$ cat config.mk
export PLATFORM = sky130hd
export DESIGN_NAME = axil_master_engine
export DESIGN_NICKNAME = d
export VERILOG_FILES = /design/src/rtl/axil_pkg.sv /design/src/rtl/axil_master_engine.sv
export SDC_FILE = /design/constraint.sdc
export NUM_CORES = 1
export LEC_CHECK = 0
export CORE_UTILIZATION = 43
export DETAILED_ROUTE_END_ITERATION = 12
export HOLD_SLACK_MARGIN = 0.06
export PLACE_DENSITY = 0.83
export SLEW_MARGIN = 25
export SYNTH_ARGS = -nofsm -noshare
export SYNTH_HDL_FRONTEND = slang
export SYNTH_SLANG_ARGS = --single-unit
$ cat constraint.sdc
create_clock -name clk -period 3 [get_ports clk]
set_input_delay 0.45 -clock clk [delete_from_list [all_inputs] [get_ports clk]]
set_output_delay 0.45 -clock clk [all_outputs]
set_load 0.01 [all_outputs]
$ cat src/rtl/axil_pkg.sv
// Shared types and constants for the AXI4-Lite register-access master.
package axil_pkg;

  typedef enum logic [2:0] {
    IDLE,
    WR,
    WR_B,
    RD_AR,
    RD_R,
    RSP
  } state_t;

  localparam logic [1:0] RESP_OKAY   = 2'b00;
  localparam logic [1:0] RESP_EXOKAY = 2'b01;
  localparam logic [1:0] RESP_SLVERR = 2'b10;
  localparam logic [1:0] RESP_DECERR = 2'b11;

endpackage

$ cat src/rtl/axil_master_engine.sv
// Single-outstanding AXI4-Lite master: one register command in, one AXI read or
// write transaction out, one response back. Every output is a flop.
module axil_master_engine
  import axil_pkg::*;
#(
  parameter int ADDR_W         = 32,
  parameter int DATA_W         = 32,
  parameter int TIMEOUT_CYCLES = 1024
) (
  input  logic                  clk,
  input  logic                  rst,

  input  logic                  cmd_valid,
  output logic                  cmd_ready,
  input  logic                  cmd_write,
  input  logic [ADDR_W-1:0]     cmd_addr,
  input  logic [DATA_W-1:0]     cmd_wdata,
  input  logic [DATA_W/8-1:0]   cmd_wstrb,

  output logic                  rsp_valid,
  input  logic                  rsp_ready,
  output logic [DATA_W-1:0]     rsp_rdata,
  output logic [1:0]            rsp_resp,
  output logic                  rsp_timeout,

  output logic                  m_awvalid,
  input  logic                  m_awready,
  output logic [ADDR_W-1:0]     m_awaddr,
  output logic                  m_wvalid,
  input  logic                  m_wready,
  output logic [DATA_W-1:0]     m_wdata,
  output logic [DATA_W/8-1:0]   m_wstrb,
  input  logic                  m_bvalid,
  output logic                  m_bready,
  input  logic [1:0]            m_bresp,
  output logic                  m_arvalid,
  input  logic                  m_arready,
  output logic [ADDR_W-1:0]     m_araddr,
  input  logic                  m_rvalid,
  output logic                  m_rready,
  input  logic [DATA_W-1:0]     m_rdata,
  input  logic [1:0]            m_rresp
);

  localparam int            TW     = (TIMEOUT_CYCLES > 0) ? $clog2(TIMEOUT_CYCLES + 1) : 1;
  localparam logic [TW-1:0] TMO    = TW'(TIMEOUT_CYCLES);
  localparam logic [TW-1:0] TMAX   = '1;
  localparam bit            TMO_EN = (TIMEOUT_CYCLES > 0);

  state_t              state, state_nxt;
  logic [TW-1:0]       timer, timer_nxt, timer_inc;
  logic                aw_done, aw_done_nxt, w_done, w_done_nxt;
  logic                expire, abort;
  logic                aw_hs, w_hs, b_hs, ar_hs, r_hs;

  logic                cmd_ready_nxt, rsp_valid_nxt, rsp_timeout_nxt;
  logic [DATA_W-1:0]   rsp_rdata_nxt, wdata_nxt;
  logic [1:0]          rsp_resp_nxt;
  logic                awvalid_nxt, wvalid_nxt, bready_nxt, arvalid_nxt, rready_nxt;
  logic [ADDR_W-1:0]   awaddr_nxt, araddr_nxt;
  logic [DATA_W/8-1:0] wstrb_nxt;

  assign aw_hs = m_awvalid & m_awready;
  assign w_hs  = m_wvalid  & m_wready;
  assign b_hs  = m_bvalid  & m_bready;
  assign ar_hs = m_arvalid & m_arready;
  assign r_hs  = m_rvalid  & m_rready;

  // Saturating timer; expiry is the cycle whose increment reaches the limit.
  assign timer_inc = (timer == TMAX) ? timer : timer + TW'(1);
  assign expire    = TMO_EN && (timer_inc == TMO);

  always_comb begin
    state_nxt       = state;
    timer_nxt       = timer;
    aw_done_nxt     = aw_done;
    w_done_nxt      = w_done;
    abort           = 1'b0;
    cmd_ready_nxt   = cmd_ready;
    rsp_valid_nxt   = rsp_valid;
    rsp_rdata_nxt   = rsp_rdata;
    rsp_resp_nxt    = rsp_resp;
    rsp_timeout_nxt = rsp_timeout;
    awvalid_nxt     = m_awvalid;
    wvalid_nxt      = m_wvalid;
    bready_nxt      = m_bready;
    arvalid_nxt     = m_arvalid;
    rready_nxt      = m_rready;
    awaddr_nxt      = m_awaddr;
    araddr_nxt      = m_araddr;
    wdata_nxt       = m_wdata;
    wstrb_nxt       = m_wstrb;

    case (state)
      IDLE: begin
        if (cmd_valid && cmd_ready) begin
          cmd_ready_nxt = 1'b0;
          timer_nxt     = '0;
          aw_done_nxt   = 1'b0;
          w_done_nxt    = 1'b0;
          if (cmd_write) begin
            state_nxt   = WR;
            awaddr_nxt  = cmd_addr;
            wdata_nxt   = cmd_wdata;
            wstrb_nxt   = cmd_wstrb;
            awvalid_nxt = 1'b1;
            wvalid_nxt  = 1'b1;
          end else begin
            state_nxt   = RD_AR;
            araddr_nxt  = cmd_addr;
            arvalid_nxt = 1'b1;
          end
        end
      end
      WR: begin
        timer_nxt = timer_inc;
        if ((aw_done || aw_hs) && (w_done || w_hs)) begin
          state_nxt   = WR_B;
          awvalid_nxt = 1'b0;
          wvalid_nxt  = 1'b0;
          bready_nxt  = 1'b1;
        end else if (expire) begin
          abort = 1'b1;
        end else begin
          aw_done_nxt = aw_done | aw_hs;
          w_done_nxt  = w_done  | w_hs;
          awvalid_nxt = ~(aw_done | aw_hs);
          wvalid_nxt  = ~(w_done  | w_hs);
        end
      end
      WR_B: begin
        timer_nxt = timer_inc;
        if (b_hs) begin
          state_nxt       = RSP;
          bready_nxt      = 1'b0;
          rsp_valid_nxt   = 1'b1;
          rsp_resp_nxt    = m_bresp;
          rsp_rdata_nxt   = '0;
          rsp_timeout_nxt = 1'b0;
        end else if (expire) begin
          abort = 1'b1;
        end
      end
      RD_AR: begin
        timer_nxt = timer_inc;
        if (ar_hs) begin
          state_nxt   = RD_R;
          arvalid_nxt = 1'b0;
          rready_nxt  = 1'b1;
        end else if (expire) begin
          abort = 1'b1;
        end
      end
      RD_R: begin
        timer_nxt = timer_inc;
        if (r_hs) begin
          state_nxt       = RSP;
          rready_nxt      = 1'b0;
          rsp_valid_nxt   = 1'b1;
          rsp_resp_nxt    = m_rresp;
          rsp_rdata_nxt   = m_rdata;
          rsp_timeout_nxt = 1'b0;
        end else if (expire) begin
          abort = 1'b1;
        end
      end
      RSP: begin
        if (rsp_ready) begin
          state_nxt     = IDLE;
          rsp_valid_nxt = 1'b0;
          cmd_ready_nxt = 1'b1;
        end
      end
      default: state_nxt = IDLE;
    endcase

    // A timed-out transaction is abandoned; any late slave reply is ignored.
    if (abort) begin
      state_nxt       = RSP;
      awvalid_nxt     = 1'b0;
      wvalid_nxt      = 1'b0;
      bready_nxt      = 1'b0;
      arvalid_nxt     = 1'b0;
      rready_nxt      = 1'b0;
      rsp_valid_nxt   = 1'b1;
      rsp_resp_nxt    = RESP_SLVERR;
      rsp_rdata_nxt   = '0;
      rsp_timeout_nxt = 1'b1;
    end
  end

  always_ff @(posedge clk) begin
    if (rst) begin
      state       <= IDLE;
      timer       <= '0;
      aw_done     <= 1'b0;
      w_done      <= 1'b0;
      cmd_ready   <= 1'b1;
      rsp_valid   <= 1'b0;
      rsp_rdata   <= '0;
      rsp_resp    <= RESP_OKAY;
      rsp_timeout <= 1'b0;
      m_awvalid   <= 1'b0;
      m_wvalid    <= 1'b0;
      m_bready    <= 1'b0;
      m_arvalid   <= 1'b0;
      m_rready    <= 1'b0;
      m_awaddr    <= '0;
      m_araddr    <= '0;
      m_wdata     <= '0;
      m_wstrb     <= '0;
    end else begin
      state       <= state_nxt;
      timer       <= timer_nxt;
      aw_done     <= aw_done_nxt;
      w_done      <= w_done_nxt;
      cmd_ready   <= cmd_ready_nxt;
      rsp_valid   <= rsp_valid_nxt;
      rsp_rdata   <= rsp_rdata_nxt;
      rsp_resp    <= rsp_resp_nxt;
      rsp_timeout <= rsp_timeout_nxt;
      m_awvalid   <= awvalid_nxt;
      m_wvalid    <= wvalid_nxt;
      m_bready    <= bready_nxt;
      m_arvalid   <= arvalid_nxt;
      m_rready    <= rready_nxt;
      m_awaddr    <= awaddr_nxt;
      m_araddr    <= araddr_nxt;
      m_wdata     <= wdata_nxt;
      m_wstrb     <= wstrb_nxt;
    end
  end

endmodule
# == Word-level counts from Yosys, hierarchy flattened ==
# Cells that the tools add are included.
# word_totals
n_memories,0
rom_bits,0
out_inout_bits,142
input_bits,114
latch_bits,0
ram_bits,0
regBits,158
# classes
shift,0
magnitude_cmp,0
n_mux,59
bitwise,10
eq_ne,24
n_div,0
addsub,1
mul,0
reduce_logical,30
# op_table
operator,count
32-bit 2-to-1 mux,2
32-bit case mux with 2 select lines,1
1-bit 2-to-1 mux,29
11-bit == test (second input constant),2
11-bit 2-to-1 mux,2
11-bit case mux with 2 select lines,1
3-bit 2-to-1 mux,7
3-bit != test (second input constant),7
3-bit AND reduction,7
2-bit != test (second input constant),10
1-bit case mux with 2 select lines,9
3-bit case mux with 6 select lines,1
4-bit AND reduction,4
2-bit nonzero test,7
6-bit AND reduction,2
11-bit by 1-bit adder with 11-bit output (second input constant),1
2-bit 2-to-1 mux,4
3-bit by 2-bit == test with 1-bit output (second input constant),2
3-bit == test (second input constant),2
1-bit bitwise AND,5
1-bit case mux with 4 select lines,1
2-bit case mux with 2 select lines,1
4-bit nonzero test,1
4-bit OR reduction,1
other kinds (10),15

# == Depth between registers and ports, before layout ==
# Gate-level depths: netlist (run 1).
# depth
word_depth,8
depth_mapped,10
ltp_nobuf,7

# == Least setup slack after synthesis (run 1) ==
# Ideal clock, no wire load.
# synth_timing
path_type,reg2reg
startpoint,register timer[0]
endpoint,register rsp_rdata[17]
synth_period_minus_slack_ns,2.384
arrival_ns,2.267
setup_ns,0.117
setup_slack_ns,0.616
stages_incl_launch_ff,11
cell_sequence,dfxtp_1 > ha_1 > clkbuf_1 > and3_1 > and2_1 > a31oi_1 > a2111oi_4 > a21o_4 > buf_8 > buf_8 > nor2_2
# synth_via
elab_chain_cells,7
word_cells_on_any_way,11
classes_between,1 x add/sub; 2 x eq/ne; 7 x mux; 1 x reduce/logical
# synth_lines
item,line_no,source
"start, declared",axil_master_engine.sv:51,"logic [TW-1:0] timer, timer_nxt, timer_inc;"
"start signal, assigned",axil_master_engine.sv:214,timer <= timer_nxt;
11-bit by 1-bit adder with 11-bit output / 11-bit == test (equally long branches),axil_master_engine.sv:70,assign timer_inc = (timer == TMAX) ? timer : timer + TW'(1);
11-bit 2-to-1 mux *,axil_master_engine.sv:70,
11-bit == test *,axil_master_engine.sv:71,assign expire = TMO_EN && (timer_inc == TMO);
1-bit 2-to-1 mux *,n/a,
1-bit 2-to-1 mux (on tied branches),n/a,
1-bit case mux with 4 select lines *,axil_master_engine.sv:94,case (state)
2-bit OR reduction (no line) *,n/a,
"end signal, assigned",axil_master_engine.sv:219,rsp_rdata <= rsp_rdata_nxt;
"end, declared",axil_master_engine.sv:22,"output logic [DATA_W-1:0] rsp_rdata,"
# Mark *: on every way between the ends. The rest lies on a longest branch, timed or not.
# A chain may end at the register's enable or synchronous reset.

# == Worst setup path in the final report (run 1) ==
# layout_timing
startpoint,register timer[0]
endpoint,register rsp_rdata[12]
# The elaborated chain is that of the path after synthesis.

==> results of run 1 <==
[state kept, by name, summed over array words and instances, names as in the netlist, 2 cells and up]
signal     cells
m_araddr      32
m_awaddr      32
m_wdata       32
m_wstrb        4
rsp_rdata     32
rsp_resp       2
state          3
timer         11
[cell usage in the layout, fill, tap and decap left out, drive strengths merged, types with 3 or more instances in the layout]
| cell | synthesis | layout |
|---|---|---|
| nand4 | 4 | 4 |
| a21oi | 120 | 120 |
| inv | 2 | 3 |
| bufinv | 0 | 6 |
| nand4b | 3 | 3 |
| o22ai | 5 | 5 |
| a311oi | 3 | 3 |
| clkdlybuf4s50 | 0 | 254 |
| o21ai | 14 | 14 |
| nor2 | 57 | 57 |
| nand2b | 6 | 6 |
| nand3 | 3 | 3 |
| nor3 | 6 | 6 |
| a31oi | 5 | 5 |
| and2 | 7 | 7 |
| o21a | 3 | 3 |
| a2111oi | 3 | 3 |
| a22oi | 35 | 35 |
| a211oi | 4 | 4 |
| and3 | 5 | 5 |
| nand2 | 222 | 222 |
| clkbuf | 45 | 18 |
| clkinv | 0 | 5 |
| a41oi | 3 | 3 |
| dfxtp | 158 | 158 |
| buf | 13 | 12 |
[metal layers]
layer,wire length (um),GRT usage
met1,7284,0.2915
met5,0,0
met4,339,0.09105
met2,8619,0.4091
met3,1873,0.08882
[cell type report]
type / count / area (sq um) / area share
multi-input cells: 538 / 2706 / 0.2878
flip-flops and latches: 158 / 3163 / 0.3364
inverters: 2 / 7.507 / 0.0007984
clock inverters: 13 / 239.0 / 0.02542
well taps: 180 / 225.2 / 0.02395
clock buffers: 18 / 429.2 / 0.04564
repair buffers: 266 / 2633 / 0.2800
[per-stage QoR]
stage                     area, sq um  cells  utilization  hold WS, ns  setup slack, ns
after CTS                        9403   1175       0.6774       0.3771           0.3106
after global routing             9403   1175       0.6774       0.4158           0.1277
after floorplan                  6118    756            -       0.4805           0.6162
after global placement           8735   1144       0.6293       0.4405           0.4056
final                            9403   1175       0.6774       0.3984           0.3020
after detailed placement         8735   1144       0.6293       0.4457           0.3163
[kinds of logic (layout without fill, tap and decap cells)]
logic type / Yosys count / in the layout
compound gates: 207 / 207
xor+xnor: 3 / 3
fa+ha+maj: 1 / 1
buf+inv: 60 / 299
flops: 158 / 158
mux: 3 / 3
simple gates: 324 / 324
[worst reg2reg max path, cell delays in order, from the launching register on]
cell	delay (ns)
sky130_fd_sc_hd__dfxtp_1	0.45
sky130_fd_sc_hd__ha_1	0.39
sky130_fd_sc_hd__and3_1	0.30
sky130_fd_sc_hd__and2_1	0.22
sky130_fd_sc_hd__a31oi_1	0.16
sky130_fd_sc_hd__a2111oi_4	0.46
sky130_fd_sc_hd__a21o_4	0.47
sky130_fd_sc_hd__nor2_1	0.12
[where the power goes]
part           total (mW)  switching [mW]  internal, mW
clock                2.42           0.856          1.56
sequential           2.50           0.184          2.32
combinational        1.78           0.970         0.810
[how the worst min path moves through the flow]
stage,startpoint,end,cells past startpoint
2_1_floorplan,m_araddr[0],m_araddr[0],2
3_3_place_gp,m_wdata[30],m_wdata[30],2
3_5_place_dp,m_awaddr[18],m_awaddr[18],2
4_1_cts,rst,timer[1],2
5_1_grt,rst,m_wdata[28],2
6_report,rst,timer[1],2
==> impl_summary.log, run 1 <==
INFO  metric status = finished, final reports clean
INFO  metric grt-ovfl-total = 0
INFO  metric portbufs = 255
INFO  metric synth.net_count = 871
INFO  metric std_cell_rows = 43
INFO  metric r2r-end = rsp_rdata[12]
INFO  metric cp_slowest_stage_delay = 0.47 ns
INFO  metric ranking_of_synthesized_cells_by_instance_count = sky130_fd_sc_hd__nand2_1 (222), sky130_fd_sc_hd__dfxtp_1 (158), sky130_fd_sc_hd__a21oi_1 (120)
INFO  metric rsz0062_at_grt = no
INFO  metric p_total = 6.704 mW
INFO  metric route.detailed.wl_per_inst = 15.42 um
INFO  metric max_freq = 370.6 MHz
INFO  metric crit_path_max_fanout = 39
INFO  metric worst-r2r-setup-slack = just over 0.3 ns
INFO  metric hold_path_class = input pin to flop
INFO  metric post-route-drc-count = 0
INFO  metric clock_tree.htree_level_count = 4
INFO  metric grt_antenna_before_repair = 0
INFO  metric launching_point_of_the_worst_reg2reg_path = timer[0]
INFO  metric path_clk_slew = roughly 0.06 ns
INFO  metric path_delay_family = compound AO/OA/AOI/OAI gates
INFO  metric yosys_warnings = 0
INFO  metric core_footprint = 0.01388 sq mm
INFO  metric cp-start-kind = flop
INFO  metric synth_largest_type_area_fraction = 0.5170
INFO  metric synth-main-ff-cell = sky130_fd_sc_hd__dfxtp_1
INFO  metric finalNetCount = 1098
INFO  metric boundaryPins = 256
INFO  metric fin_crit_sh = 0.8993
INFO  metric cts_root_buffer = sky130_fd_sc_hd__clkbuf_16
INFO  metric static-leakage-power = 3.270 nW
INFO  metric synth_compound_gate_area_share = 0.2049
INFO  metric synth-simple-area-share = 0.2225
INFO  metric max-vdd-ir-drop = 0.0004417 V
INFO  metric die_y = 121.3 um
INFO  metric max_slew.worst_pin.slew = roughly 0.9 ns
INFO  metric chipWidth = between 100 and 150 um
INFO  metric synth_area_leader_cell = sky130_fd_sc_hd__dfxtp_1
INFO  metric die_area = 0.01471 sq mm
INFO  metric antennaDiodeCount = 0
INFO  metric maximum_number_of_pins_on_one_net_before_global_route_repair = 53
INFO  metric cts.sink_count = 158
INFO  metric cts-root-to-sink-buffers = 2
INFO  metric globalRouteTotalUtil = 0.2471
INFO  metric gp_congestion = 0.8832
INFO  metric synth-seq-cells = 158
INFO  metric crit_path_cell_trace = ha_1 -> and3_1 -> and2_1 -> a31oi_1 -> a2111oi_4 -> a21o_4 -> nor2_1
INFO  metric final-setup-viol-count = 0
INFO  metric worst_endpoint_data_arrival_time = around 3 ns
INFO  metric synth.mux.area_fraction = 0.005112
INFO  metric post_cts.repair.setup_buffers = 0
INFO  metric crit_cells = 7
INFO  metric setup.worst_path.end = rsp_rdata[12]
INFO  metric count_of_unique_library_cells_instantiated_by_yosys = 51
INFO  metric routed_wl = ~18 mm
INFO  metric async_flop_share = 0
INFO  metric fillers = 1116
INFO  metric cts_tree = yes
INFO  metric global_route_wire_length_before_repair = 28.68 mm
INFO  metric crit_slowest_cell = sky130_fd_sc_hd__a21o_4
INFO  metric critPathKind = flop to flop
INFO  metric fin_worst_skew = 0.008473 ns
INFO  metric drt_pre_antenna_iters = 5
INFO  metric grt_pass1_vias = 5915
INFO  metric routed-via-count = 6179
INFO  metric clkLatencyLatePin = approximately 0.42 ns
INFO  metric synth_most_common_cell = sky130_fd_sc_hd__nand2_1
INFO  metric main_combinational_cell_family_by_area_after_synthesis = simple AND/OR/NAND/NOR gates
INFO  metric area_growth_syn_to_layout = 53.68%
INFO  metric yosysSeqAreaShare = 0.5170
INFO  metric timing.setup.tns = 0 ns
INFO  metric cts-buffers-inserted = 17
INFO  metric worstRegToRegCells = 7
INFO  metric effective_utilization_at_floorplan = 0.4408
INFO  metric cellPowerDensity = ~710 mW/mm^2
INFO  metric synth-edff-count = 0
INFO  metric number_of_hold_repair_buffers_added_at_the_cts_stage = 0
INFO  metric synth-xor-area-share = 0.004294
INFO  metric syn_inst_count = 756
INFO  metric drt-initial-drc-count = 427
INFO  metric cp_data_required_time = 3.29 ns
INFO  metric hpwl = 12.34 mm
INFO  metric via_per_inst = 5.259
INFO  metric critical_path.n_buffers_inverters = 0
INFO  metric final_max_slew_viol_count = 0
INFO  metric minimum_period_implied_by_the_final_worst_setup_slack = ~2.7 ns
INFO  metric launch_point_of_the_critical_path = timer[0]
INFO  metric synth_adder_area_share = 0.002045
INFO  metric final_layout_size_suffix_gt1_frac = 0.06231
INFO  metric timing.slew.headroom = 0.3954
INFO  metric cp-end-kind = flop
INFO  metric drt.antenna.violating_nets = 0
INFO  metric cts_resized = 0
INFO  metric synth_top_cells_by_area = sky130_fd_sc_hd__dfxtp_1 (52%), sky130_fd_sc_hd__nand2_1 (14%), sky130_fd_sc_hd__a21oi_1 (9.8%)
INFO  metric drv_cap = 0
INFO  metric syn-mean-instance-area = just over 8 sq um
INFO  metric finalHoldViolations = 0
INFO  metric synth_area = 0.006118 sq mm
No activity file was read; power rests on OpenSTA's default activity.
==> inputs of run 2 (changes only) <==
CORE_MARGIN = 3   (was unset)
GPL_TIMING_DRIVEN = 0   (was unset)
PLACE_DENSITY = 0.9   (was 0.83)
==> run 2 against run 1 <==
  * Combinational power grew 7%
  * Hold slack gained 0.055 ns
  * Global-route usage grew 0.75 points
  * Critical path type unchanged
  * Wire length grew 15%
==> impl_summary.log, run 2 (synthesis gave the netlist of run 1 again) <==
INFO  metric hpwl = 15.05 mm (was 12.34 mm)
INFO  metric fin_crit_sh = 0.9016 (was 0.8993)
INFO  metric route.detailed.wl_per_inst = 17.09 um (was 15.42 um)
INFO  metric finalNetCount = 1144 (was 1098)
INFO  metric critical-path-top-cell-by-count = sky130_fd_sc_hd__buf_8
INFO  metric critPathKind = flop to flop (unchanged)
INFO  metric crit_path_cell_trace = ha_1 -> and3_1 -> and2_1 -> a31oi_1 -> a2111oi_4 -> a21o_4 -> buf_8 -> buf_8 -> nor2_2 (was ha_1 -> and3_1 -> and2_1 -> a31oi_1 -> a2111oi_4 -> a21o_4 -> nor2_1)
INFO  metric cts_root_buffer = sky130_fd_sc_hd__clkbuf_16 (unchanged)
INFO  metric drv_cap = 0 (unchanged)
INFO  metric post-route-cell-area = 0.009455 sq mm (was 0.009403 sq mm)
INFO  metric layout_common_cells = sky130_fd_sc_hd__clkdlybuf4s50_1 (255), sky130_fd_sc_hd__nand2_1 (222), sky130_fd_sc_hd__dfxtp_1 (158) (was sky130_fd_sc_hd__clkdlybuf4s50_1 (254), sky130_fd_sc_hd__nand2_1 (221), sky130_fd_sc_hd__dfxtp_1 (158))
INFO  metric via_per_inst = 5.379 (was 5.259)
INFO  metric route.met3.wl = 1.847 mm (was 1.873 mm)
INFO  metric max_freq = 369.7 MHz (was 370.6 MHz)
INFO  metric number_of_hold_repair_buffers_added_at_the_cts_stage = 0 (unchanged)
INFO  metric clock_tree.htree_level_count = 4 (unchanged)
INFO  metric final-setup-viol-count = 0 (unchanged)
INFO  metric cp-end-kind = flop (unchanged)
INFO  metric chipWidth = 125.3 um (was 121.3 um)
INFO  metric cp_data_required_time = 3.31 ns (was 3.29 ns)
INFO  metric cellPowerDensity = 675.2 mW/mm^2 (was 713.0 mW/mm^2)
INFO  metric cp_slowest_stage_delay = 0.51 ns (was 0.47 ns)
INFO  metric path_delay_family = compound AO/OA/AOI/OAI gates (unchanged)
INFO  metric rsz0062_at_grt = no (unchanged)
INFO  metric launch_point_of_the_critical_path = timer[0] (unchanged)
INFO  metric timing.slew.headroom = 0.3802 (was 0.3954)
INFO  metric max_slew.worst_pin.slew = 0.9231 ns (was 0.9005 ns)
INFO  metric minimum_period_implied_by_the_final_worst_setup_slack = 2.705 ns (was 2.698 ns)
INFO  metric global_route_wire_length_before_repair = 32.51 mm (was 28.68 mm)
INFO  metric cp-start-kind = flop (unchanged)
INFO  metric antennaDiodeCount = 0 (unchanged)
INFO  metric crit_cells = 9 (was 7)
INFO  metric hold_path_class = flop to flop (was input pin to flop)
INFO  metric post-route-drc-count = 0 (unchanged)
INFO  metric path_clk_slew = 0.07 ns (was 0.06 ns)
INFO  metric post_layout_nonfiller_instances = 1218 (was 1175)
INFO  metric drt-initial-drc-count = 496 (was 427)
INFO  metric grt_pass1_vias = 6313 (was 5915)
INFO  metric cts-buffers-inserted = 17 (unchanged)
INFO  metric finalHoldViolations = 0 (unchanged)
INFO  metric gp_congestion = 0.9402 (was 0.8832)
INFO  metric launching_point_of_the_worst_reg2reg_path = timer[0] (unchanged)
INFO  metric worst_endpoint_data_arrival_time = 3.02 ns (was 2.99 ns)
INFO  metric timing.setup.tns = 0 ns (unchanged)
INFO  metric routedLengthMet1 = 8.378 mm (was 7.284 mm)
INFO  metric std_cell_rows = 42 (was 43)
INFO  metric drt.antenna.violating_nets = 0 (unchanged)
INFO  metric boundaryPins = 256 (unchanged)
INFO  metric placed_area = 0.008897 sq mm (was 0.008735 sq mm)
INFO  metric die_area = 0.01570 sq mm (was 0.01471 sq mm)
INFO  metric routed_wl = 20.82 mm (was 18.12 mm)
INFO  metric post-place-cells = 1187 (was 1144)
INFO  metric fin_worst_skew = 0.008153 ns (was 0.008473 ns)
INFO  metric maximum_number_of_pins_on_one_net_before_global_route_repair = 17 (was 53)
INFO  metric grt-ovfl-total = 0 (unchanged)
INFO  metric area_growth_syn_to_layout = 54.54% (was 53.68%)
INFO  metric min_path_cells = 2 (unchanged)
INFO  metric status = finished, final reports clean (unchanged)
INFO  metric final_max_slew_viol_count = 0 (unchanged)
INFO  metric cts-root-to-sink-buffers = 2 (unchanged)
INFO  metric grt_antenna_before_repair = 0 (unchanged)
INFO  metric finish.utilization = 0.6974 (was 0.6774)
INFO  metric final_layout_size_suffix_gt1_frac = 0.05662 (was 0.06231)
INFO  metric static-leakage-power = 3.276 nW (was 3.270 nW)
INFO  metric routed-via-count = 6552 (was 6179)
INFO  metric die_y = 125.3 um (was 121.3 um)
INFO  metric final_common_cell = sky130_fd_sc_hd__clkdlybuf4s50_1 (unchanged)
INFO  metric crit_path_max_fanout = 10 (was 39)
INFO  metric cts.sink_count = 158 (unchanged)
INFO  metric worstRegToRegCells = 9 (was 7)
INFO  metric min-delay-start = m_wdata[6] (was rst)
INFO  metric crit_slowest_cell = sky130_fd_sc_hd__a2111oi_4 (was sky130_fd_sc_hd__a21o_4)
INFO  metric effective_utilization_at_floorplan = 0.4513 (was 0.4408)
INFO  metric max-vdd-ir-drop = 0.0003728 V (was 0.0004417 V)
INFO  metric core_footprint = 0.01356 sq mm (was 0.01388 sq mm)
INFO  metric critical_path.n_buffers_inverters = 2 (was 0)
INFO  metric highest_layer = met4 (unchanged)
INFO  metric globalRouteTotalUtil = 0.2546 (was 0.2471)
INFO  metric cts_tree = yes (unchanged)
INFO  metric clkLatencyLatePin = 0.42 ns (about the same)
INFO  metric route.met2.wl = 10.05 mm (was 8.619 mm)
INFO  metric portbufs = 255 (unchanged)
INFO  metric drt_pre_antenna_iters = 5 (unchanged)
run 2: cell types whose count changed in the layout (fill, tap and decap cells not counted), sizes merged:
cell	previous run	this run
clkdlybuf4s50	254	255
buf	12	13
clkbuf	18	63
bufinv	6	0
clkinv	5	7
clkinvlp	1	2
inv	3	6
run 2: layout make-up:
| type | instances | area (sq um) |
|---|---|---|
| fill | 1017 | 4103 |
| buffer | 57 | 259.0 |
| timing repair buffer | 255 | 2552 |
| clock buffer | 19 | 442.9 |
| tap | 176 | 220.2 |
| sequential | 158 | 3163 |
| clock inverter | 13 | 108.9 |
| multi-input combinational | 538 | 2701 |
| inverter | 2 | 7.507 |
run 2: through the flow:
| step | hold slack [ns] | total power [mW] | worst slack, ns |
|---|---|---|---|
| final | 0.4535 | 6.385 | 0.2951 |
| after global routing | 0.4711 | 6.675 | 0.06869 |
| after CTS | 0.4554 | 6.375 | 0.2227 |
| after detailed placement | 0.4461 | 4.367 | -0.1367 |
| after global placement | 0.4408 | 4.315 | -0.4530 |
| after floorplan | 0.4805 | 3.496 | 0.6162 |
run 2: what timing repair did:
| item | 4_1_cts | 5_1_grt |
|---|---|---|
| endpoints found under the hold margin | 0 | 0 |
| buffers inserted | 0 | 0 |
| gates resized for setup | 0 | 2 |
| setup endpoints to repair | 0 | 21 |
run 2: power breakdown:
| part | internal, mW | leakage, nW | switching (mW) |
|---|---|---|---|
| clock network | 1.10 | 0.268 | 0.916 |
| logic | 0.831 | 1.73 | 1.08 |
| registers | 2.32 | 1.28 | 0.144 |
run 2: layer usage:
| layer | vias up | global-route usage |
|---|---|---|
| li1 | 3128 | - |
| met1 | 3054 | 0.3027 |
| met2 | 328 | 0.4382 |
| met3 | 42 | 0.07846 |
| met4 | 0 | 0.08610 |
| met5 | - | 0 |
run 2: worst register-to-register path, delay by kind of cell (launching register included):
kind,cells,cell delay [ns]
flip-flops,1,0.46
buffers and inverters,2,0.29
AND/OR/NAND/NOR,3,0.56
adder cells (fa/ha/maj),1,0.41
AO/OA/AOI/OAI,3,0.89
run 2: worst paths after layout:
kind | to | slack (ns)
hold / removal | m_wdata[6] | 0.45
setup / recovery | rsp_rdata[24] | 0.30
hold reg to reg | m_wdata[6] | 0.45
setup reg to reg | rsp_rdata[24] | 0.30
==> inputs of run 3 (changes only) <==
ABC_CLOCK_PERIOD_IN_PS = 3000   (was unset)
HOLD_SLACK_MARGIN = unset   (was 0.06)
==> results of run 3 <==
Final layout, timing and power as in run 2 (identical DEF).
==> patch (config.mk and constraints of run 2) <==
Take the reset off `rsp_rdata`, `m_awaddr`, `m_araddr` and `m_wdata` and load them in a clocked block of their own.
--- a/src/rtl/axil_master_engine.sv
+++ b/src/rtl/axil_master_engine.sv
@@ -198,5 +198,4 @@
       cmd_ready   <= 1'b1;
       rsp_valid   <= 1'b0;
-      rsp_rdata   <= '0;
       rsp_resp    <= RESP_OKAY;
       rsp_timeout <= 1'b0;
@@ -206,7 +205,4 @@
       m_arvalid   <= 1'b0;
       m_rready    <= 1'b0;
-      m_awaddr    <= '0;
-      m_araddr    <= '0;
-      m_wdata     <= '0;
       m_wstrb     <= '0;
     end else begin
@@ -217,5 +213,4 @@
       cmd_ready   <= cmd_ready_nxt;
       rsp_valid   <= rsp_valid_nxt;
-      rsp_rdata   <= rsp_rdata_nxt;
       rsp_resp    <= rsp_resp_nxt;
       rsp_timeout <= rsp_timeout_nxt;
@@ -225,10 +220,14 @@
       m_arvalid   <= arvalid_nxt;
       m_rready    <= rready_nxt;
-      m_awaddr    <= awaddr_nxt;
-      m_araddr    <= araddr_nxt;
-      m_wdata     <= wdata_nxt;
       m_wstrb     <= wstrb_nxt;
     end
   end
 
+  always_ff @(posedge clk) begin
+    rsp_rdata <= rsp_rdata_nxt;
+    m_awaddr  <= awaddr_nxt;
+    m_araddr  <= araddr_nxt;
+    m_wdata   <= wdata_nxt;
+  end
+
 endmodule
Function: differs if rst is asserted again (counterexample within 4 cycles, from zero or initial values and one cycle with rst high); with rst held inactive, the same outputs for 4 cycles.
==> patch against run 2 <==
Global-route usage is 0.88 points lower; total power is 1.8% higher; wire length is 11% lower; critical endpoint is now state[0]; die area is 6.1% lower; first-iteration DRC count is 22% lower; worst setup slack worse by 150 ps; synthesized cell count is 42% lower; largest cell class unchanged; clock skew is 0.70 ps lower; fmax is 5.2% lower; sequential cell count stayed put; design area is 3.2% lower; area after synthesis is 6.4% lower; cell count is 26% lower.
==> patch: results <==
{
  "finalNonFillerCells": 898,
  "port_buffers": 254,
  "pre_cts_slack_ps": 216,
  "antenna_found_initial": 1,
  "slew_headroom": 0.485,
  "yosysSeqAreaShare": 0.720,
  "dr.pass1.iters": 6,
  "dp_cells": 866,
  "drive_above_1_share": 0.0716,
  "placed_area_sq_mm": 0.00855,
  "synth_fa_ha_area_frac": 0.00218,
  "synth.area.mux_share": 0.00896,
  "fin_skew_ps": 7.45,
  "grt_use_total": 0.246,
  "first_iter_violations": 386,
  "ys_types": 50,
  "ir_drop_mv": 0.414,
  "synthTopCellsByCount": "edfxtp_1 (96), dfxtp_1 (62), nor2_1 (59)",
  "avgSynthCellArea_sq_um": 13.1,
  "synth_xor_xnor_area_share": 0.00306,
  "status": "completed",
  "grt_pass1_vias": 4824,
  "grt_start_max_net_pins": 54,
  "p_leak_uw": 0.00325,
  "synth_compound_area_frac": 0.131
}
## patch: cell type report
type	count	area, sq um	area share
inverter	7	28.8	0.00314
multi-input combinational	248	1470	0.161
timing repair buffer	256	2600	0.284
buffer	25	114	0.0124
clock inverter	11	141	0.0154
sequential	158	4120	0.451
clock buffer	21	460	0.0503
tap	172	215	0.0235
## patch: cell families after synthesis
group	Yosys count
adders and majority gates	1
buffers and inverters	32
AOI/OAI and AO/OA	106
DFF	158
xor gates and xnor gates	2
muxes	5
and+or+nand+nor	134
## patch: power groups by stage
stage               registers, uW  clock network [uW]  logic [uW]
floorplan                    2880                   0         602
global placement             2780                   0        1430
detailed placement           2780                   0        1540
CTS                          2750                2220        1550
global route                 2760                2310        1670
finish                       2750                2180        1570
## patch: stage by stage
step | total power [uW] | utilization
detailed placement | 4320 | 0.667
global placement | 4220 | 0.662
CTS | 6520 | 0.714
finish | 6500 | 0.714
global route | 6740 | 0.714
floorplan | 3490 | -
## patch: final timing paths
check / from / end / slack, ps / depth (start not counted)
worst min-delay path: m_wstrb[0] / m_wstrb[0] / 470 / 2
worst max register to register: timer[1] / state[0] / 150 / 10
worst max-delay path: timer[1] / state[0] / 150 / 10
worst min register to register: m_wstrb[0] / m_wstrb[0] / 470 / 2
## patch: worst max-delay path: cells and delay by family (launching register included)
| kind | cells | cell delay, ps |
|---|---|---|
| fa+ha+maj | 1 | 140 |
| buf+inv | 2 | 340 |
| compound gates | 4 | 1490 |
| flops | 1 | 340 |
| simple gates | 3 | 440 |
## patch: metal layers
layer / vias to the layer above / track usage / part of all wire
li1: 2195 / - / -
met3: 34 / 0.0979 / 0.10
met4: 2 / 0.102 / 0.026
met2: 268 / 0.441 / 0.52
met5: - / 0 / 0.00086
met1: 2358 / 0.254 / 0.35
